==> config.mk <==
export PLATFORM = sky130hd
export DESIGN_NAME = hazard_ctrl
export DESIGN_NICKNAME = d
export VERILOG_FILES = /design/src/rtl/pipeline_pkg.sv /design/src/rtl/instr_class.sv /design/src/rtl/hazard_ctrl.sv
export SDC_FILE = /design/constraint.sdc
export NUM_CORES = 1
export LEC_CHECK = 0
export CORE_ASPECT_RATIO = 2
export CORE_UTILIZATION = 47
export DETAILED_ROUTE_END_ITERATION = 12
export PLACE_DENSITY = 0.75
export SYNTH_ARGS = -nofsm -noshare
export SYNTH_HDL_FRONTEND = slang
export SYNTH_HIERARCHICAL = 1
export SYNTH_SLANG_ARGS = --single-unit
export TNS_END_PERCENT = 5
==> constraint.sdc <==
create_clock -name clk -period 1.8 [get_ports clk]
set_clock_uncertainty 0.2 [all_clocks]
set_input_delay 0.27 -clock clk [delete_from_list [all_inputs] [get_ports clk]]
set_output_delay 0.27 -clock clk [all_outputs]
set_load 0.01 [all_outputs]
==> src/rtl/pipeline_pkg.sv <==
// -----------------------------------------------------------------------------
// pipeline_pkg
// Shared definitions for the 5-stage MIPS-subset pipeline control logic:
//   - register/opcode field widths
//   - opcode and funct constants used by instruction classification
//   - fwd_sel_t : EX operand source select (RF / EX-MEM / MEM-WB)
//   - stage_track_t : per-stage shadow of the destination-register state
//   - ex_track_t : EX shadow, which also remembers the source registers
//   - fwd_select() : forwarding priority for one EX source operand
// -----------------------------------------------------------------------------
package pipeline_pkg;

  localparam int REG_W = 5;
  localparam int OP_W  = 6;

  // Primary opcodes
  localparam logic [OP_W-1:0] OP_RTYPE = 6'h00;
  localparam logic [OP_W-1:0] OP_J     = 6'h02;
  localparam logic [OP_W-1:0] OP_BEQ   = 6'h04;
  localparam logic [OP_W-1:0] OP_BNE   = 6'h05;
  localparam logic [OP_W-1:0] OP_ADDI  = 6'h08;
  localparam logic [OP_W-1:0] OP_SLTI  = 6'h0A;
  localparam logic [OP_W-1:0] OP_ANDI  = 6'h0C;
  localparam logic [OP_W-1:0] OP_ORI   = 6'h0D;
  localparam logic [OP_W-1:0] OP_LUI   = 6'h0F;
  localparam logic [OP_W-1:0] OP_LW    = 6'h23;
  localparam logic [OP_W-1:0] OP_SW    = 6'h2B;

  // R-type function codes that change register-write behaviour
  localparam logic [OP_W-1:0] FUNCT_JR = 6'h08;

  // EX operand source select; the encoding is what the datapath muxes expect
  typedef enum logic [1:0] {
    FWD_RF  = 2'b00,
    FWD_WB  = 2'b01,
    FWD_MEM = 2'b10
  } fwd_sel_t;

  // Destination-register shadow held for each of EX, MEM and WB
  typedef struct packed {
    logic             valid;
    logic             we;
    logic             is_load;
    logic [REG_W-1:0] dst;
  } stage_track_t;

  // EX additionally keeps its sources so forwarding can be resolved there
  typedef struct packed {
    stage_track_t     trk;
    logic [REG_W-1:0] rs;
    logic [REG_W-1:0] rt;
    logic             use_rs;
    logic             use_rt;
  } ex_track_t;

  // Newest producer wins: MEM is younger than WB, so it is checked first.
  function automatic fwd_sel_t fwd_select(input logic             use_src,
                                          input logic [REG_W-1:0] src,
                                          input stage_track_t     mem,
                                          input stage_track_t     wb);
    fwd_sel_t sel;
    sel = FWD_RF;
    if (use_src) begin
      if (mem.valid && mem.we && (mem.dst == src)) begin
        sel = FWD_MEM;
      end else if (wb.valid && wb.we && (wb.dst == src)) begin
        sel = FWD_WB;
      end
    end
    return sel;
  endfunction

endpackage

==> src/rtl/instr_class.sv <==
// -----------------------------------------------------------------------------
// instr_class
// Purely combinational decode of the hazard-relevant properties of one
// instruction.
// Ports:
//   op, funct   in  opcode / function field
//   rt, rd      in  candidate destination register fields
//   we          out instruction writes a register (never true for $0)
//   dst         out destination register index
//   is_load     out instruction is a load (result only available after MEM)
//   use_rs      out instruction reads rs
//   use_rt      out instruction reads rt
// Unknown opcodes decode as a nop: no write, no source use.
// -----------------------------------------------------------------------------
module instr_class
  import pipeline_pkg::*;
(
  input  logic [OP_W-1:0]  op,
  input  logic [OP_W-1:0]  funct,
  input  logic [REG_W-1:0] rt,
  input  logic [REG_W-1:0] rd,
  output logic             we,
  output logic [REG_W-1:0] dst,
  output logic             is_load,
  output logic             use_rs,
  output logic             use_rt
);

  logic writes;

  always_comb begin
    writes  = 1'b0;
    dst     = rd;
    is_load = 1'b0;
    use_rs  = 1'b0;
    use_rt  = 1'b0;
    case (op)
      OP_RTYPE: begin
        use_rs = 1'b1;
        use_rt = 1'b1;
        writes = (funct != FUNCT_JR);
        dst    = rd;
      end
      OP_LW: begin
        writes  = 1'b1;
        dst     = rt;
        is_load = 1'b1;
        use_rs  = 1'b1;
      end
      OP_ADDI, OP_SLTI, OP_ANDI, OP_ORI: begin
        writes = 1'b1;
        dst    = rt;
        use_rs = 1'b1;
      end
      OP_LUI: begin
        writes = 1'b1;
        dst    = rt;
      end
      OP_SW, OP_BEQ, OP_BNE: begin
        use_rs = 1'b1;
        use_rt = 1'b1;
      end
      OP_J: begin
        writes = 1'b0;
      end
      default: begin
        writes = 1'b0;
      end
    endcase
  end

  // $0 is hard-wired zero, so a write to it can never be a forwarding source.
  assign we = writes & (dst != '0);

endmodule

==> src/rtl/hazard_ctrl.sv <==
// -----------------------------------------------------------------------------
// hazard_ctrl
// Pipeline hazard controller for the 5-stage MIPS-subset pipeline. Shadows
// the destination registers of EX, MEM and WB and produces load-use stall,
// control-hazard flushes and EX-stage forwarding selects.
// Ports:
//   clk, rst              rising-edge clock, async active-high reset
//   id_valid              IF/ID holds a real instruction
//   id_op, id_funct       opcode / funct of the IF/ID instruction
//   id_rs, id_rt, id_rd   register fields of the IF/ID instruction
//   br_taken              branch in EX resolved taken this cycle
//   mem_stall             memory wait, freezes the whole pipeline
//   stall                 hold PC and IF/ID, bubble into ID/EX
//   flush_if_id           squash IF/ID on the next edge
//   flush_id_ex           squash ID/EX on the next edge
//   fwd_a, fwd_b          EX operand select (00 RF, 10 EX/MEM, 01 MEM/WB)
// Optional feature (macro HAZARD_CTRL_STATS_EN):
//   stall_count, flush_count   saturating 16-bit event counters
// -----------------------------------------------------------------------------
module hazard_ctrl
  import pipeline_pkg::*;
(
  input  logic             clk,
  input  logic             rst,
  input  logic             id_valid,
  input  logic [OP_W-1:0]  id_op,
  input  logic [OP_W-1:0]  id_funct,
  input  logic [REG_W-1:0] id_rs,
  input  logic [REG_W-1:0] id_rt,
  input  logic [REG_W-1:0] id_rd,
  input  logic             br_taken,
  input  logic             mem_stall,
  output logic             stall,
  output logic             flush_if_id,
  output logic             flush_id_ex,
  output logic [1:0]       fwd_a,
  output logic [1:0]       fwd_b
`ifdef HAZARD_CTRL_STATS_EN
  ,
  output logic [15:0]      stall_count,
  output logic [15:0]      flush_count
`endif
);

  ex_track_t    ex_q, ex_d;
  stage_track_t mem_q, mem_d;
  stage_track_t wb_q, wb_d;

  logic             id_we;
  logic [REG_W-1:0] id_dst;
  logic             id_is_load;
  logic             id_use_rs;
  logic             id_use_rt;
  logic             load_use;
  fwd_sel_t         fwd_a_sel;
  fwd_sel_t         fwd_b_sel;

  instr_class u_id_class (
    .op      (id_op),
    .funct   (id_funct),
    .rt      (id_rt),
    .rd      (id_rd),
    .we      (id_we),
    .dst     (id_dst),
    .is_load (id_is_load),
    .use_rs  (id_use_rs),
    .use_rt  (id_use_rt)
  );

  // Hazard equations. The consumer in ID can only be served by a load once
  // the load has left MEM, so a load in EX feeding ID costs one bubble.
  // A taken branch squashes the consumer anyway, and a memory freeze holds
  // everything, so both suppress the stall. Reset forces every output quiet
  // even though flush is otherwise driven straight from the inputs.
  always_comb begin
    load_use = id_valid & ex_q.trk.valid & ex_q.trk.is_load & ex_q.trk.we &
               ((id_use_rs & (id_rs == ex_q.trk.dst)) |
                (id_use_rt & (id_rt == ex_q.trk.dst)));
    stall       = load_use & ~br_taken & ~mem_stall & ~rst;
    flush_if_id = (br_taken | (id_valid & (id_op == OP_J))) & ~mem_stall & ~rst;
    flush_id_ex = br_taken & ~mem_stall & ~rst;
  end

  // Forwarding is resolved for the instruction now in EX; a bubble has both
  // use bits clear and therefore always selects the register file.
  always_comb begin
    fwd_a_sel = fwd_select(ex_q.use_rs, ex_q.rs, mem_q, wb_q);
    fwd_b_sel = fwd_select(ex_q.use_rt, ex_q.rt, mem_q, wb_q);
    fwd_a     = fwd_a_sel;
    fwd_b     = fwd_b_sel;
  end

  // Shadow pipeline advance. A memory wait holds every stage. Otherwise
  // each stage shifts down, and EX takes either the decoded IF/ID
  // instruction or a bubble when IF/ID is empty, stalled or being flushed.
  always_comb begin
    ex_d  = ex_q;
    mem_d = mem_q;
    wb_d  = wb_q;
    if (!mem_stall) begin
      wb_d  = mem_q;
      mem_d = ex_q.trk;
      if (stall || br_taken || !id_valid) begin
        ex_d = '0;
      end else begin
        ex_d.trk.valid   = 1'b1;
        ex_d.trk.we      = id_we;
        ex_d.trk.is_load = id_is_load;
        ex_d.trk.dst     = id_dst;
        ex_d.rs          = id_rs;
        ex_d.rt          = id_rt;
        ex_d.use_rs      = id_use_rs;
        ex_d.use_rt      = id_use_rt;
      end
    end
  end

  // Tracking registers
  always_ff @(posedge clk or posedge rst) begin
    if (rst) begin
      ex_q  <= '0;
      mem_q <= '0;
      wb_q  <= '0;
    end else begin
      ex_q  <= ex_d;
      mem_q <= mem_d;
      wb_q  <= wb_d;
    end
  end

  // A load that has reached WB no longer constrains anything; the flag only
  // rides along so every stage carries the same record.
  logic unused_wb_is_load;
  assign unused_wb_is_load = wb_q.is_load;

`ifdef HAZARD_CTRL_STATS_EN
  logic [15:0] stall_count_q, stall_count_d;
  logic [15:0] flush_count_q, flush_count_d;

  // Saturating event counters; they stop at all-ones instead of wrapping.
  always_comb begin
    stall_count_d = stall_count_q;
    flush_count_d = flush_count_q;
    if (stall && (stall_count_q != 16'hFFFF)) begin
      stall_count_d = stall_count_q + 16'd1;
    end
    if (flush_if_id && (flush_count_q != 16'hFFFF)) begin
      flush_count_d = flush_count_q + 16'd1;
    end
  end

  always_ff @(posedge clk or posedge rst) begin
    if (rst) begin
      stall_count_q <= '0;
      flush_count_q <= '0;
    end else begin
      stall_count_q <= stall_count_d;
      flush_count_q <= flush_count_d;
    end
  end

  assign stall_count = stall_count_q;
  assign flush_count = flush_count_q;
`endif

endmodule
# Yosys cells after proc, flatten, opt, wreduce, memory -nomap -nowiden
# Index checks and enable logic that the tools add are counted.
# totals
ff_bits,34
inputBits,32
out_inout_bits,7
# classes
n_eq_ne,17
muxes,12
bitwise,20
n_reduce_logical,14
# ops
op,count
5-bit equality test,6
"6-bit by 4-bit equality test with 1-bit output, second input constant",5
20-bit 2-to-1 mux,1
1-bit bitwise AND,15
"6-bit by 3-bit equality test with 1-bit output, second input constant",2
"6-bit equality test, second input constant",2
9-bit OR reduction,1
2-bit 2-to-1 mux,4
"6-bit by 2-bit equality test with 1-bit output, second input constant",1
1-bit logical AND,6
6-bit zero test,1
"6-bit by 4-bit != test with 1-bit output, second input constant",1
6-bit OR reduction,1
1-bit 2-to-1 mux,5
5-bit 2-to-1 mux,1
5-bit nonzero test,1
4-bit OR reduction,1
1-bit inverter,3
1-bit logical OR,2
1-bit OR,2
1-bit case mux with 2 select lines,1
1-bit zero test,1

# Depth between registers and ports, before layout
# Gate-level depths: netlist (run 1).
# logic_depth
word_depth,12
ltp_mapped,7
mapped_depth_nobuf,6

# Hierarchy
# Netlist (run 1), hierarchy kept.
# modules_own_cells
mod,instances,cells_per_inst,area_each_um2,seq_area_each_um2
hazard_ctrl,1,173,1783.0,850.8
instr_class,1,30,236.5,0.0

# Worst setup path before layout (run 1)
# No wires, ideal clock.
# synth_path
kind,input-to-output
startpoint,input port id_op[0]
endpoint,output port stall
t_arrival_ns,1.476
t_required_ns,1.330
setup_slack_ns,-0.146
cell_stages,6
cell_sequence,nor2b_1 or4_1 a21oi_1 nand4_1 o22ai_2 and2_2
# synth_via
elab_chain_cells,9
word_cells_on_any_way,20
cone_classes,8 x eq/ne; 2 x mux; 7 x bitwise; 3 x reduce/logical
# synth_rtl
item,line_no,text
from (decl),hazard_ctrl.sv:26,"input logic [OP_W-1:0] id_op,"
6-bit equality test (tied with other cells),instr_class.sv:37,case (op)
4-bit OR reduction (no line) (*),-,
1-bit 2-to-1 mux (*),instr_class.sv:37,
net id_use_rt,hazard_ctrl.sv:53,logic id_use_rt;
1-bit bitwise AND (*),hazard_ctrl.sv:78,(id_use_rt & (id_rt == ex_q.trk.dst)));
1-bit OR (*),hazard_ctrl.sv:77,((id_use_rs & (id_rs == ex_q.trk.dst)) |
1-bit bitwise AND (*),hazard_ctrl.sv:76,load_use = id_valid & ex_q.trk.valid & ex_q.trk.is_load & ex_q.trk.we &
1-bit bitwise AND (*) (3 in series),hazard_ctrl.sv:79,stall = load_use & ~br_taken & ~mem_stall & ~rst;
to (decl),hazard_ctrl.sv:33,"output logic stall,"
# Mark *: on every way through the listed nets, which the timed path passes. The rest lies on a longest branch.

# Final worst setup path (run 1)
# Same ends and word-level chain as after synthesis.

==> results.tsv, run 1 <==
metric	value	unit
worst_pin_slew	0.369	ns
drt_iter0_markers	36	
synth_seq_area_share	0.421	
synth_top_area_cell	dfrtp_1	
yosysTopAreaCellShare	0.421	
diodes	0	
status	finished with violations	
synth_cell_types	34	
start_util	0.494	
netlist_instances	203	
p_int	1.39	mW
peakVddDrop	0.000563	V
worstReg2RegStart	ex_q[14]$_DFFE_PP0N_	
worstRegToRegCells	8	
post_route_cells_drive_above_1_share	0.404	
whs	0.280	ns
die-area	4580	um^2
dr.pass1.iters	4	
fin_crit	2.17	ns
wl_met2	3000	um
regArea	851	um^2
rsz0062_at_grt	true	
avgRoutedWirePerCell	15.0	um
fin_ws	-0.374	ns
avgSynthCellArea	9.95	um^2
p_total	1.91	mW
viasPerCell	5.32	
grt-ovfl-total	0	
combPwrFrac	0.242	
synth-seq-cells	34	
syn_nets	235	
clock_path_buffers	2	
finalMaxSlewViolations	0	
grt_usage	0.242	
dieWidth	48.4	um
antenna_found_initial	0	
worstPathRequired	1.33	ns
cts_tree	built	
dr_wl_met3	83	um
slew_headroom	0.754	
min_path_type	in2async	
totalWireLength	5150	um
fin_nets	323	
grt_pass1_wl	8250	um
cap_violations	0	
area_delta_synth_final	47.8	%
ant_nets	0	
n_fill_cell	283	
gp_congestion	0.842	
start_kind	primary input	
p_leak	1.29	nW
drc	0	
hold_viol	0	
dp_hpwl	3790	um
setup_viol	26	
rrSetupSlack	-0.08	ns
cp.arrival	1.70	ns
clockPowerShare	0.305	
io_buffers	38	
switchingPower	521	uW
max_freq	460	MHz
yosys_warnings	6	
dp_cells	327	
pwr_density_cell	641	nW/um^2
cts_root_buf	clkbuf_8	
power.share.switching	0.272	
worstReg2RegEnd	ex_q[8]$_DFFE_PP0N_	
cts_sinks	34	
async_reset_ff_frac	1.00	
multiInputGateArea	1190	um^2
pre_cts_ws	-1.09	ns
ios	39	
clock_latency	0.28	ns
end_kind	output port	
m1WireLength	1880	um
critPathKind	in2out	
grt_max_degree	35	
violations	negative setup slack	
rows	33	
fin_cells	344	
period_share	1.21	
dominantRegCellSynth	dfrtp_1	
final_common_cell	buf_4	
top_layer_used	met4	
synthTopCellsByArea	dfrtp_1 42%, xnor2_1 12%, mux2_2 11%, nand2_1 7.8%, o21ai_2 4.3%	
vias	1831	
grt_pass1_vias	1828	
final_cell_mix	44 x buf_4, 42 x nand2_1, 34 x dfrtp_1	
die_h	94.7	um
core	4090	um^2
post-route-util	0.730	
critPathMaxFanout	2	
cts_max_level	2	
numCtsBuffers	5	
synth_area	2020	um^2
seqPwrFrac	0.452	
clk_pin_slew	0.07	ns
synth-edff-count	0	
==> layout make-up <==
class                      instances  area share
multi-input combinational        158       0.398
sequential                        34       0.285
timing repair buffer              89       0.259
clock buffer                       6      0.0277
tap                               52      0.0218
clock inverter                     2     0.00419
inverter                           3     0.00377
==> synthesized netlist by cell type (2+ instances only) <==
library cell	count
or4_1	3
buf_6	2
o21ai_1	10
nor2_1	2
nand3_1	3
o21ai_2	10
a21oi_1	3
dfrtp_1	34
buf_2	4
inv_1	3
mux2_2	19
xnor2_1	28
nand2_1	42
clkbuf_1	2
nand4_1	9
nor3_1	9
xor2_1	2
and2_1	2
==> cells by family (layout without fill, tap and decap cells) <==
logic type | after synthesis | in the layout | share of synthesized area
AO/OA/AOI/OAI | 30 | 30 | 0.115
XOR/XNOR | 30 | 30 | 0.130
buffers and inverters | 11 | 100 | 0.0304
flip-flops | 34 | 34 | 0.421
multiplexers | 19 | 19 | 0.106
AND/OR/NAND/NOR | 79 | 79 | 0.197
==> power groups by stage <==
stage	registers, mW	logic, mW	clock network [mW]
global placement	0.876	0.420	0
detailed placement	0.879	0.426	0
floorplan	0.873	0.207	0
finish	0.865	0.463	0.584
global route	0.870	0.499	0.628
CTS	0.864	0.461	0.596
==> state kept, by name, indices dropped and copies added (netlist names) <==
name   cells
mem_q      7
wb_q       7
ex_q      20
==> per-stage QoR <==
step           setup TNS (ns)  cell area (um^2)
4_1_cts                 -4.87              2970
6_report                -5.42              2980
5_1_grt                 -7.20              2980
3_5_place_dp           -19.18              2750
2_1_floorplan          -0.924              2020
3_3_place_gp           -17.85              2750
==> critical path, stage by stage <==
cell     delay, ns
buf_6         0.09
nor2b_4       0.12
or4_4         0.52
a21oi_4       0.15
nand4_1       0.10
o22ai_2       0.20
and2_4        0.16
buf_6         0.09
==> worst max-delay path by stage <==
| stage | cells past startpoint | from | end | slack, ns |
|---|---|---|---|---|
| CTS | 8 | id_op[0] | stall | -0.37 |
| detailed placement | 8 | id_op[2] | stall | -1.09 |
| global placement | 8 | id_op[0] | stall | -1.04 |
| global route | 8 | id_op[0] | stall | -0.43 |
| finish | 8 | id_op[0] | stall | -0.37 |
| floorplan | 6 | id_op[0] | stall | -0.14 |
==> routing by layer <==
layer,track usage,up-vias
li1,-,887
met1,0.240,885
met2,0.480,45
met3,0.0242,14
met4,0.135,0
met5,0,-
==> timing repair <==
item,4_1_cts,5_1_grt
hold buffers,0,0
endpoints found under the setup margin,27,26
buffers inserted,8,1
gates resized for setup,66,1
pin swaps,23,2
(Power assumes the default switching activity.)
==> run 2, diff against run 1 <==
--- a/config.mk
+++ b/config.mk
@@ -6,11 +6,10 @@
 export NUM_CORES = 1
 export LEC_CHECK = 0
 export CORE_ASPECT_RATIO = 2
-export CORE_UTILIZATION = 47
+export CORE_UTILIZATION = 46
 export DETAILED_ROUTE_END_ITERATION = 12
-export PLACE_DENSITY = 0.75
+export PLACE_DENSITY = 0.74
 export SYNTH_ARGS = -nofsm -noshare
 export SYNTH_HDL_FRONTEND = slang
-export SYNTH_HIERARCHICAL = 1
 export SYNTH_SLANG_ARGS = --single-unit
 export TNS_END_PERCENT = 5
==> run 2 against run 1 <==
Compared with the run above:
- the run ends with negative hold slack, negative setup slack left
- setup slack worse by 0.014 ns
- routed wire length up 27%
- synthesized cell count down 13%
- combinational power up 17%
- critical path depth down 2
- total power up 9.7%
- sequential share of layout area down 1.4 points
- core utilization up 4.3 points
- via count up 2.5%
- critical endpoint unchanged
- largest cell class unchanged
==> results.tsv, run 2 <==
metric	value	unit	change
diodes	0		unchanged
min_path_type	in2async		
rrSetupSlack	-0.36	ns	-0.28 ns
fin_crit	2.19	ns	+0.0143 ns
cpPeakStageDelay	0.38	ns	-0.14 ns
worstPathRequired	1.33	ns	about the same
violations	negative hold slack, negative setup slack		
cts_sinks	34		unchanged
yosys_warnings	0		-6
fin_area	3160	um^2	+6.0%
dp_cells	311		-4.9%
synth_top_area_cell	dfrtp_1		
cap_violations	0		unchanged
post_route_cells_drive_above_1_share	0.500		+0.0959
critical_path.cell_chain	and4bb_1 > nand2_2 > nor4_4 > a41oi_2 > nor2_1 > buf_2		
dp_hpwl	4360	um	+15%
final_cell_mix	58 x buf_4, 30 x dfrtp_1, 18 x clkdlybuf4s50_1		
ant_nets	0		unchanged
fin_nets	313		-3.1%
setup_viol	25		-3.8%
critPathKind	reg2out		
die_h	94.1	um	-0.61%
fin_ws	-0.388	ns	-0.0143 ns
clock_latency	0.29	ns	about the same
hold_viol	34		+34
largestRegisters	ex_q: 20 flops, mem_q: 7 flops, wb_q: 7 flops		
grt_pass1_wl	9550	um	+16%
synth_cell_types	41		+21%
drc	0		unchanged
gp_congestion	1.01		+20%
slew_headroom	0.668		-0.0861
start_kind	flip-flop		
grt_usage	0.309		+0.0666
synthTopCellsByArea	dfrtp_1 44%, xnor2_1 13%, mux2_2 8.1%, a22o_1 4.5%, nand2_1 2.9%		
avgSynthCellArea	11.0	um^2	+11%
antenna_found_initial	0		unchanged
synth_top_cells_by_count	34 x dfrtp_1, 28 x xnor2_1, 15 x nand2_1		
worstReg2RegEnd	ex_q[14]$_DFFE_PP0N_		
worstRegToRegCells	7		-1
io_buffers	38		unchanged
status	finished with violations		
period_share	1.22		+0.00796
rows	33		unchanged
cp.arrival	1.72	ns	+0.02 ns
area_delta_synth_final	62.0	%	
async_reset_ff_frac	1.00		unchanged
avgRoutedWirePerCell	19.7	um	+31%
placed_cell_area	2750	um^2	+0.23%
vias	1876		+2.5%
drt_iter0_markers	50		+39%
synth-edff-count	0		unchanged
critPathMaxFanout	3		+1
regMostFlops	ex_q		
dominantRegCellSynth	dfrtp_1		
numCtsBuffers	5		unchanged
final_common_cell	buf_4		
synth_area	1950	um^2	-3.3%
rsz0062_at_grt	true		
grt-ovfl-total	0		unchanged
synth_most_common_cell	dfrtp_1		
cts_max_level	2		unchanged
worstReg2RegStart	ex_q[12]$_DFFE_PP0N_		
viasPerCell	5.62		+5.5%
n_fill_cell	230		-19%
fin_cells	334		-2.9%
peakVddDrop	0.000505	V	-10%
pwr_density_cell	663	nW/um^2	+3.5%
crit_slowest_cell	dfrtp_1		
grt_pass1_vias	2063		+13%
totalWireLength	6570	um	+27%
die-area	4520	um^2	-1.2%
p_leak	1.45	nW	+12%
grt_max_degree	35		unchanged
syn_nets	209		-11%
clock_path_buffers	2		unchanged
netlist_instances	177		-13%
end_kind	output port		
dieWidth	48.1	um	-0.60%
synth-seq-cells	34		unchanged
largest_reg_flops	20		unchanged
clk_pin_slew	0.07	ns	about the same
ctsHoldBuffers	0		unchanged
critPathLaunch	ex_q[19]$_DFFE_PP0N_		
cts_tree	built		
finalMaxSlewViolations	0		unchanged
max_freq	457	MHz	-0.66%
dr.pass1.iters	4		unchanged
ios	39		unchanged
core	4090	um^2	unchanged
critPathCapture	stall		
worst_pin_slew	0.498	ns	+0.129 ns
cts_root_buf	clkbuf_8		
yosysTopAreaCellShare	0.436		+0.0146
start_util	0.478		-0.0165
synth_seq_area_share	0.436		+0.0146
whs	-0.0118	ns	-0.291 ns
run 2: cell count changes after synthesis, sizes merged, moves of 4 or more:
cell / change
mux2i: +5
nor2: +6
o21ai: -12
a22o: +10
mux2: -5
buf: -4
nand2: -26
run 2: area by class of cell:
class,instances,area [um^2],share of cell area
Multi-Input combinational cell,136,1290,0.408
Sequential cell,34,856,0.271
Timing Repair Buffer,101,831,0.263
Clock buffer,5,68.8,0.0218
Tap cell,52,65.1,0.0206
Clock inverter,3,40.0,0.0127
Inverter,3,11.3,0.00356
run 2: cells by family (layout without fill, tap and decap cells):
family | Yosys count | in the layout | synth area share
AO/OA/AOI/OAI | 29 | 29 | 0.124
buffers and inverters | 7 | 112 | 0.0141
flip-flops | 34 | 34 | 0.436
XOR/XNOR | 30 | 30 | 0.135
AND/OR/NAND/NOR | 58 | 58 | 0.185
multiplexers | 19 | 19 | 0.106
run 2: critical path, delay by kind of cell (launching register included):
family / cells / cell delay, ns
AOI/OAI and AO/OA: 1 / 0.07
and+or+nand+nor: 4 / 0.84
buffers and inverters: 1 / 0.14
DFF: 1 / 0.38
run 2: how the worst min path moves through the flow:
| stage | end | slack (ns) | cells past startpoint |
|---|---|---|---|
| 3_3_place_gp | ex_q[17]$_DFFE_PP0N_ | 0.29 | 2 |
| 5_1_grt | ex_q[18]$_DFFE_PP0N_ | 0.02 | 4 |
| 6_report | ex_q[18]$_DFFE_PP0N_ | -0.01 | 4 |
| 4_1_cts | ex_q[18]$_DFFE_PP0N_ | 0.29 | 4 |
| 2_1_floorplan | ex_q[2]$_DFFE_PP0N_ | 0.20 | 1 |
| 3_5_place_dp | ex_q[17]$_DFFE_PP0N_ | 0.29 | 2 |
run 2: power breakdown:
part | internal [mW] | leakage, nW | switching, mW
sequential | 0.814 | 0.454 | 0.0524
clock | 0.407 | 0.0579 | 0.280
combinational | 0.305 | 0.938 | 0.238
run 2: stage by stage:
stage	util	hold slack (ns)	power (mW)	setup slack (ns)	setup TNS (ns)
finish	0.773	-0.0118	2.10	-0.388	-5.54
global route	0.773	0.0186	2.18	-0.453	-6.78
CTS	0.752	0.292	2.06	-0.376	-4.67
detailed placement	0.674	0.290	1.32	-1.05	-18.99
global placement	0.674	0.294	1.30	-0.950	-15.82
floorplan	-	0.198	1.08	0.0245	0
run 2: timing repair:
item / in CTS / in global routing
setup buffers: 11 / 4
endpoints found under the setup margin: 27 / 27
pin swaps: 22 / 17
gates resized for setup: 65 / 26
run 2: routing by layer:
metal | GRT usage | up-vias | share of wire
met1 | 0.291 | 911 | 0.31
met5 | 0 | - | 0
met3 | 0.0442 | 28 | 0.036
li1 | - | 854 | -
met2 | 0.552 | 83 | 0.59
met4 | 0.208 | 0 | 0.062
==> run 3, diff against run 2 <==
--- a/config.mk
+++ b/config.mk
@@ -9,6 +9,7 @@
 export CORE_UTILIZATION = 46
 export DETAILED_ROUTE_END_ITERATION = 12
 export PLACE_DENSITY = 0.74
+export REMOVE_ABC_BUFFERS = 1
 export SYNTH_ARGS = -nofsm -noshare
 export SYNTH_HDL_FRONTEND = slang
 export SYNTH_SLANG_ARGS = --single-unit
==> run 3 against run 2 <==
Compared with the run above:
- critical path depth is the same
- fmax shrank 2.4%
- hold slack is essentially flat
- non-clock buffer count grew 5
- final cell count grew 1.5%
- the run still ends with negative hold slack, negative setup slack left
==> results.tsv, run 3 (same netlist as run 2, synthesis figures left out) <==
metric	value	unit	change
grtUsageMet3	0.0365		-0.00769
rows	33		unchanged
dr.pass1.iters	4		unchanged
cts_max_level	2		unchanged
p_leak	1.44	nW	-0.81%
dieWidth	48.1	um	unchanged
grt-ovfl-total	0		unchanged
io_buffers	38		unchanged
critPathKind	reg2out		
n_fill_cell	240		+4.3%
placed_cell_area	2780	um^2	+1.1%
drt_iter0_markers	52		+4.0%
status	finished with violations		
core	4090	um^2	unchanged
grt_max_degree	35		unchanged
diodes	0		unchanged
ios	39		unchanged
multiInputGateArea	1260	um^2	-2.2%
largest_reg_flops	20		unchanged
clock_path_buffers	2		unchanged
final_common_cell	buf_4		
peakVddDrop	0.000608	V	+20%
cp.arrival	1.77	ns	+0.05 ns
met2_usage	0.546		-0.00563
fin_ws	-0.441	ns	-0.0528 ns
post-route-util	0.775		+0.00153
grt_pass1_vias	2069		+0.29%
grt_pass1_wl	9660	um	+1.2%
grt-busiest-layer	met2		
fin_area	3170	um^2	+0.20%
tns	-5.85	ns	-0.308 ns
numCtsBuffers	5		unchanged
pwr_density_cell	630	nW/um^2	-5.1%
totalWireLength	6540	um	-0.46%
fin_nets	318		+1.6%
regArea	853	um^2	-0.29%
post_route_cells_drive_above_1_share	0.488		-0.0122
viasPerCell	5.73		+1.9%
gp_congestion	0.979		-3.4%
fin_cells	339		+1.5%
cap_violations	0		unchanged
ant_nets	0		unchanged
finalMaxSlewViolations	0		unchanged
ctsHoldBuffers	0		unchanged
whs	-0.0120	ns	-0.000190 ns
end_kind	output port		
start_kind	flip-flop		
die-area	4520	um^2	unchanged
avgRoutedWirePerCell	19.3	um	-1.9%
grt_use_met1	0.314		+0.0226
vias	1941		+3.5%
hold_viol	16		-53%
antenna_found_initial	0		unchanged
setup_viol	26		+4.0%
cts_root_buf	clkbuf_8		
grt_usage	0.309		+0.000396
violations	negative hold slack, negative setup slack		
period_share	1.24		+0.0293
dp_cells	315		+1.3%
pre_cts_ws	-1.10	ns	-0.0495 ns
drc	0		unchanged
cts_sinks	34		unchanged
worstPathRequired	1.33	ns	about the same
clk_pin_slew	0.07	ns	about the same
die_h	94.1	um	unchanged
critPathMaxFanout	4		+1
min_path_type	in2async		
slew_headroom	0.660		-0.00786
cts_tree	built		
final_cell_mix	61 x buf_4, 32 x dfrtp_1, 18 x clkdlybuf4s50_1		
clock_latency	0.28	ns	about the same
dp_hpwl	4230	um	-3.1%
start_util	0.478		unchanged
rsz0062_at_grt	true		
max_freq	446	MHz	-2.4%
fin_crit	2.24	ns	+0.0528 ns
area_delta_synth_final	62.3	%	
worst_pin_slew	0.509	ns	+0.0118 ns
largestRegisters	ex_q: 20 flops, mem_q: 7 flops, wb_q: 7 flops		
regMostFlops	ex_q		
## run 3: what timing repair did
| item | CTS | global route |
|---|---|---|
| buffers inserted | 11 | 5 |
| setup endpoints to repair | 27 | 27 |
| pin swaps | 33 | 5 |
| gates resized for setup | 76 | 10 |
| hold endpoints to repair | 0 | 0 |
## run 3: final timing paths
kind	startpoint	to	slack [ns]	depth (start not counted)
setup reg to reg	ex_q[12]$_DFFE_PP0N_	ex_q[18]$_DFFE_PP0N_	-0.26	6
min in group clk	id_rt[0]	ex_q[2]$_DFFE_PP0N_	0.29	3
max in group asynchronous	rst	mem_q[4]$_DFFE_PP0N_	1.21	4
setup / recovery	ex_q[12]$_DFFE_PP0N_	stall	-0.44	6
hold reg to reg	ex_q[1]$_DFFE_PP0N_	ex_q[1]$_DFFE_PP0N_	0.36	1
hold / removal	rst	ex_q[18]$_DFFE_PP0N_	-0.01	4
## run 3: worst max-delay path, stage by stage, from the launching register on
cell and delay (ns):
dfrtp_1 0.43, xnor2_1 0.22, nand2_2 0.13, nor4_4 0.34, a41oi_2 0.08, nor2_1 0.14, buf_2 0.15
## run 3: routing by layer
layer  vias up  part of all wire  routed length (um)
li1        869                 -                   -
met1       958              0.33                2130
met2        85              0.59                3850
met3        29             0.032                 211
met4         0             0.052                 338
met5         -                 0                   0
## run 3: cell type report
class / instances / area share
tap: 52 / 0.0205
clock buffer: 7 / 0.0273
multi-input combinational: 136 / 0.398
sequential: 34 / 0.269
timing repair buffer: 106 / 0.280
clock inverter: 1 / 0.00158
inverter: 3 / 0.00355
## run 3: report_power, final
group          internal, mW  total, mW  switching [mW]
Combinational         0.308      0.543           0.236
Clock                 0.309      0.586           0.278
Sequential            0.814      0.865          0.0515
Total                  1.43       2.00           0.565
## run 3: per-stage QoR
stage          total power [mW]  hold slack [ns]
2_1_floorplan              1.07            0.188
3_3_place_gp               1.30            0.294
3_5_place_dp               1.32            0.310
4_1_cts                    1.97            0.281
5_1_grt                    2.07           0.0219
6_report                   2.00          -0.0120
